File: config.mk
export PLATFORM = sky130hd
export DESIGN_NAME = dac_spi_drive
export DESIGN_NICKNAME = d
export VERILOG_FILES = /design/src/rtl/dac_spi_drive.sv
export SDC_FILE = /design/constraint.sdc
export NUM_CORES = 1
export LEC_CHECK = 0
export CAP_MARGIN = 30
export CORE_UTILIZATION = 49
export DETAILED_ROUTE_END_ITERATION = 10
export GPL_TIMING_DRIVEN = 0
export PLACE_DENSITY = 0.73
export SLEW_MARGIN = 20
export SYNTH_ARGS = -nofsm -noshare
export SYNTH_HDL_FRONTEND = slang
export SYNTH_SLANG_ARGS = --single-unit
File: constraint.sdc
create_clock -name i_clk_50m -period 2.2 [get_ports i_clk_50m]
set_clock_uncertainty 0.15 [all_clocks]
set_input_delay 0.44 -clock i_clk_50m [delete_from_list [all_inputs] [get_ports i_clk_50m]]
set_output_delay 0.44 -clock i_clk_50m [all_outputs]
set_load 0.1 [all_outputs]
File: src/rtl/dac_spi_drive.sv
// -----------------------------------------------------------------------------
// dac_spi_drive
//   Serial driver for the APD high-voltage bias DAC. Each accepted request
//   latches a 10-bit code and shifts the 16-bit frame {CTRL_BITS, code, 2'b00}
//   MSB first over a 3-wire SPI link. It then pulses LDAC_n and reports
//   completion. A request that arrives while a transfer is running is parked in
//   a one-deep pending slot, where a later request replaces an earlier one.
//
// Parameters
//   CLK_DIV    SCLK half-period in i_clk_50m cycles (1..255)
//   CTRL_BITS  control nibble placed in frame bits [15:12]
//
// Ports
//   i_clk_50m     in   system clock
//   i_rst_n       in   asynchronous active-low reset
//   i_dac_start   in   one-cycle write request
//   i_dac_value   in   [9:0] DAC code, sampled together with i_dac_start
//   o_dac_cs_n    out  SPI chip select, active low
//   o_dac_sclk    out  SPI clock, idles low
//   o_dac_mosi    out  SPI data
//   o_dac_ldac_n  out  DAC load strobe, active low
//   o_busy        out  high in SHIFT/HOLD/LOAD
//   o_done        out  one-cycle pulse when a frame has been loaded
//   o_dac_last    out  [9:0] last code fully loaded into the DAC
// -----------------------------------------------------------------------------
module dac_spi_drive #(
    parameter int         CLK_DIV   = 4,
    parameter logic [3:0] CTRL_BITS = 4'b0100
) (
    input  logic       i_clk_50m,
    input  logic       i_rst_n,
    input  logic       i_dac_start,
    input  logic [9:0] i_dac_value,
    output logic       o_dac_cs_n,
    output logic       o_dac_sclk,
    output logic       o_dac_mosi,
    output logic       o_dac_ldac_n,
    output logic       o_busy,
    output logic       o_done,
    output logic [9:0] o_dac_last
);

    typedef enum logic [2:0] {
        S_IDLE,
        S_SHIFT,
        S_HOLD,
        S_LOAD,
        S_DONE
    } state_t;

    localparam logic [7:0] PH_LAST = 8'(CLK_DIV - 1);

    state_t      state_q,    state_d;
    logic [7:0]  phase_q,    phase_d;
    logic [3:0]  bit_q,      bit_d;
    logic        hi_q,       hi_d;       // 0: SCLK low phase, 1: high phase
    logic [15:0] shreg_q,    shreg_d;
    logic [9:0]  code_q,     code_d;     // code of the frame in flight
    logic        pend_q,     pend_d;
    logic [9:0]  pend_val_q, pend_val_d;
    logic [9:0]  last_q,     last_d;

    logic        cs_n_d, sclk_d, mosi_d, ldac_n_d, busy_d, done_d;
    logic        ph_end;

    // ------------------------------------------------------------------
    // State register (also carries the datapath and output flops)
    // ------------------------------------------------------------------
    always_ff @(posedge i_clk_50m or negedge i_rst_n) begin
        if (!i_rst_n) begin
            state_q      <= S_IDLE;
            phase_q      <= '0;
            bit_q        <= '0;
            hi_q         <= 1'b0;
            shreg_q      <= '0;
            code_q       <= '0;
            pend_q       <= 1'b0;
            pend_val_q   <= '0;
            last_q       <= '0;
            o_dac_cs_n   <= 1'b1;
            o_dac_sclk   <= 1'b0;
            o_dac_mosi   <= 1'b0;
            o_dac_ldac_n <= 1'b1;
            o_busy       <= 1'b0;
            o_done       <= 1'b0;
        end else begin
            state_q      <= state_d;
            phase_q      <= phase_d;
            bit_q        <= bit_d;
            hi_q         <= hi_d;
            shreg_q      <= shreg_d;
            code_q       <= code_d;
            pend_q       <= pend_d;
            pend_val_q   <= pend_val_d;
            last_q       <= last_d;
            o_dac_cs_n   <= cs_n_d;
            o_dac_sclk   <= sclk_d;
            o_dac_mosi   <= mosi_d;
            o_dac_ldac_n <= ldac_n_d;
            o_busy       <= busy_d;
            o_done       <= done_d;
        end
    end

    assign o_dac_last = last_q;

    // ------------------------------------------------------------------
    // Next-state logic
    // ------------------------------------------------------------------
    always_comb begin
        state_d    = state_q;
        phase_d    = phase_q;
        bit_d      = bit_q;
        hi_d       = hi_q;
        shreg_d    = shreg_q;
        code_d     = code_q;
        pend_d     = pend_q;
        pend_val_d = pend_val_q;
        last_d     = last_q;
        ph_end     = (phase_q == PH_LAST);

        // Any request outside IDLE lands in the pending slot; DONE consumes
        // it below in the same cycle.
        if (i_dac_start && (state_q != S_IDLE)) begin
            pend_d     = 1'b1;
            pend_val_d = i_dac_value;
        end

        case (state_q)
            S_IDLE: begin
                if (i_dac_start) begin
                    state_d = S_SHIFT;
                    code_d  = i_dac_value;
                    shreg_d = {CTRL_BITS, i_dac_value, 2'b00};
                    phase_d = '0;
                    bit_d   = 4'd15;
                    hi_d    = 1'b0;
                end
            end

            S_SHIFT: begin
                if (ph_end) begin
                    phase_d = '0;
                    if (!hi_q) begin
                        hi_d = 1'b1;
                    end else begin
                        hi_d = 1'b0;
                        if (bit_q == 4'd0) begin
                            // Shift register is left alone so HOLD keeps bit 0 on MOSI.
                            state_d = S_HOLD;
                        end else begin
                            bit_d   = bit_q - 4'd1;
                            shreg_d = {shreg_q[14:0], 1'b0};
                        end
                    end
                end else begin
                    phase_d = phase_q + 8'd1;
                end
            end

            S_HOLD: begin
                if (ph_end) begin
                    phase_d = '0;
                    state_d = S_LOAD;
                end else begin
                    phase_d = phase_q + 8'd1;
                end
            end

            S_LOAD: begin
                if (ph_end) begin
                    phase_d = '0;
                    state_d = S_DONE;
                    last_d  = code_q;
                end else begin
                    phase_d = phase_q + 8'd1;
                end
            end

            S_DONE: begin
                if (i_dac_start || pend_q) begin
                    // A start in this very cycle is newer than the parked one.
                    code_d  = i_dac_start ? i_dac_value : pend_val_q;
                    shreg_d = {CTRL_BITS, code_d, 2'b00};
                    state_d = S_SHIFT;
                    phase_d = '0;
                    bit_d   = 4'd15;
                    hi_d    = 1'b0;
                    pend_d  = 1'b0;
                end else begin
                    state_d = S_IDLE;
                end
            end

            default: state_d = S_IDLE;
        endcase
    end

    // ------------------------------------------------------------------
    // Output decode: computed from the next state so the output flops
    // line up with the state they describe.
    // ------------------------------------------------------------------
    always_comb begin
        cs_n_d   = 1'b1;
        sclk_d   = 1'b0;
        mosi_d   = 1'b0;
        ldac_n_d = 1'b1;
        busy_d   = 1'b0;
        done_d   = 1'b0;
        case (state_d)
            S_SHIFT: begin
                cs_n_d = 1'b0;
                sclk_d = hi_d;
                mosi_d = shreg_d[15];
                busy_d = 1'b1;
            end
            S_HOLD: begin
                cs_n_d = 1'b0;
                mosi_d = shreg_d[15];
                busy_d = 1'b1;
            end
            S_LOAD: begin
                ldac_n_d = 1'b0;
                busy_d   = 1'b1;
            end
            S_DONE:  done_d = 1'b1;
            default: ;
        endcase
    end

endmodule

==> impl_metrics.tcl <==
set metrics [dict create \
    grt_start_max_net_pins 43 \
    outcome "finished, final reports clean" \
    crit_arrival_ns 1.55 \
    crit_type "flop to output pin" \
    nNetsFinal 304 \
    r2r_start "bit_q[0]" \
    route.detailed.drc 0 \
    clkSinkCount 68 \
    layout_common_cells "dfrtp_1 (65), a21oi_1 (15), nand2_1 (14), nor2_1 (14)" \
    drv_slew 0 \
    antenna_found_initial 0 \
    die_h_um 80.19 \
    met1_usage 0.2753 \
    synth_ff_type "dfrtp_1" \
    insertion_delay_ns 0.34 \
    startpoint_type "flop" \
    hp-start "code_q[0]" \
    syn_area_um2 2995 \
    path_delay_family "buffers and inverters" \
    slew_headroom 0.3665 \
    die_width_um 80.19 \
    power_uw 3292 \
    synthArstFlopShare 1.000 \
    grt_pass1_vias 1917 \
    timing.hold.ws_ns 0.3270 \
    dr_total_vias 2035 \
    syn_inst 249 \
    busiest_layer "met2" \
    antenna_cells 0 \
    ys_seq_area_frac 0.5689 \
    worstPathRequired_ns 1.61 \
    yosysTopAreaCellShare 0.5514 \
    tightest_slew_ns 0.9540 \
    min-delay-path-class "flop to flop" \
    core-area_um2 5921 \
    row_count 28 \
    synth_top_area_cell "dfrtp_1" \
    fillerInstances 468 \
    drt_wl_total_um 5558 \
    worstSetupStartpoint "o_dac_last[5]" \
    synthTopCellsByArea "dfrtp_1 (55%), mux2_4 (4.5%), mux2_2 (4.5%), mux2i_1 (3.7%), a221o_1 (3.0%)" \
    grt_util_met3 0.03523 \
    fmax_mhz 466.7 \
    start_util 0.5059 \
    viasPerCell 5.515 \
    io_buffers 28 \
    htree_levels 3 \
    grt_first_pass_wirelength_um 9204 \
    avgRoutedWirePerCell_um 15.06 \
    hold_violations 0 \
    rsz0062_at_grt "no" \
    grt-ovfl-total 0 \
    layout_commonest_cell "dfrtp_1" \
    path_cells "dlygate4sd2_1" \
    grt_use_total 0.1952 \
    drt-initial-drc-count 90 \
    numCtsBuffers 9 \
    p_leak_uw 0.001741 \
    grt_use_met2 0.2880 \
    place_congestion 0.8568 \
    cts_tree "done" \
    clk_pin_slew_ns 0.07 \
    syn_area_per_cell_um2 12.03 \
    dp_hpwl_um 3771 \
    synth_edf_count 0 \
    cp-end-kind "output pin" \
    slowest_delay_ns 0.86 \
    fin_tns_setup_ns 0 \
    period_needed_ns 2.143 \
    clockBufferDepth 2 \
    synth-seq-cells 68 \
    die_area_um2 6430 \
    crit_buf_inv 1 \
    syn_to_final_growth_pct 22.64 \
    ant_nets 0 \
    p_per_area_nw_per_um2 896.2 \
    ys_warn_count 0 \
    syn-num-nets 264 \
    fin_crit_sh 0.9739 \
    io_pins 29 \
    drive_gt1_frac 0.2211 \
    cap_violations 0 \
    setup-violations-final 0 \
    detail_route.first_pass.iterations 4 \
    vdd_drop_max_mv 0.6564 \
    slowest_stage "dlygate4sd2_1" \
    post_dp_cell_area_um2 3387 \
    path_max_fanout 2 \
    yosysUniqueCellTypes 46 \
    clock-root-buffer "clkbuf_8" \
    post-route-cell-area_um2 3674 \
    seq_area_um2 1705 \
    multi_input_area_um2 1215 \
]
==> per-layer routing <==
| layer | vias up | wire [µm] |
|---|---|---|
| li1 | 982 | - |
| met1 | 1010 | 2719 |
| met2 | 33 | 2566 |
| met3 | 10 | 162 |
| met4 | 0 | 109 |
| met5 | - | 0 |
==> cell usage after synthesis (4+ instances only) <==
cell and instances:
a221o_1 9, nand2_1 14, nor2_1 15, nand3_1 6, mux2_4 9, a21oi_1 16, dfrtp_1 66, buf_2 8
o21ai_0 12, or3_1 5, mux2_2 12, mux2i_1 11, inv_1 7, a21o_1 12, nor3_1 4
==> layout make-up <==
class / count / share of cell area
Buffer: 12 / 0.02078
Tap cell: 75 / 0.02554
Inverter: 7 / 0.007153
Clock inverter: 5 / 0.02929
Timing Repair Buffer: 30 / 0.08106
Multi-Input combinational cell: 161 / 0.3307
Clock buffer: 11 / 0.04121
Sequential cell: 68 / 0.4642
==> timing repair <==
item / in CTS / in global routing
endpoints found under the setup margin: 27 / 27
gates resized for setup: 22 / 16
cloned: 0 / 0
hold buffers: 1 / 0
setup buffers: 0 / 0
endpoints found under the hold margin: 24 / 0
pin swaps: 0 / 0
==> registers in the layout, summed over array words and instances, names as in the netlist <==
signal / flops
o_dac_ldac_n: 1
hi_q: 1
o_dac_cs_n: 1
state_q: 3
shreg_q: 15
bit_q: 4
phase_q: 8
o_busy: 1
o_dac_last: 10
o_done: 1
o_dac_mosi: 1
pend_q: 1
pend_val_q: 10
code_q: 10
o_dac_sclk: 1
==> per-stage QoR <==
stage	std cells	util	worst slack (ns)
after global routing	369	0.6205	0.0003193
after global placement	352	0.5691	-1.701
after CTS	370	0.6160	0.01016
after detailed placement	353	0.5721	-0.4748
after floorplan	249	-	0.1704
final	369	0.6205	0.05738
==> power by group <==
| part | leakage, µW | internal (µW) | switching (µW) | total [µW] |
|---|---|---|---|---|
| sequential | 0.000855 | 1410 | 134 | 1540 |
| combinational | 0.000756 | 182 | 280 | 462 |
| clock | 0.000130 | 819 | 469 | 1290 |
==> worst paths after layout <==
check / to / slack, ns / cells after the start
worst max-delay path: o_dac_last[5] / 0.06 / 1
worst min-delay path: code_q[0] / 0.33 / 1
worst max register to register: shreg_q[4] / 0.12 / 6
worst min register to register: code_q[0] / 0.33 / 1
max in group asynchronous: shreg_q[2] / 0.96 / 3
min in group asynchronous: hi_q / 0.41 / 2
==> logic make-up (layout without fill, tap and decap cells) <==
| logic type | after synthesis | after routing | share of synthesized area |
|---|---|---|---|
| flip-flops | 68 | 68 | 0.5689 |
| AND/OR/NAND/NOR | 68 | 68 | 0.1287 |
| buffers and inverters | 20 | 65 | 0.03217 |
| multiplexers | 32 | 32 | 0.1270 |
| XOR/XNOR | 2 | 2 | 0.005849 |
| AO/OA/AOI/OAI | 57 | 57 | 0.1291 |
| adder cells (fa/ha/maj) | 2 | 2 | 0.008353 |
(Power assumes the default switching activity.)
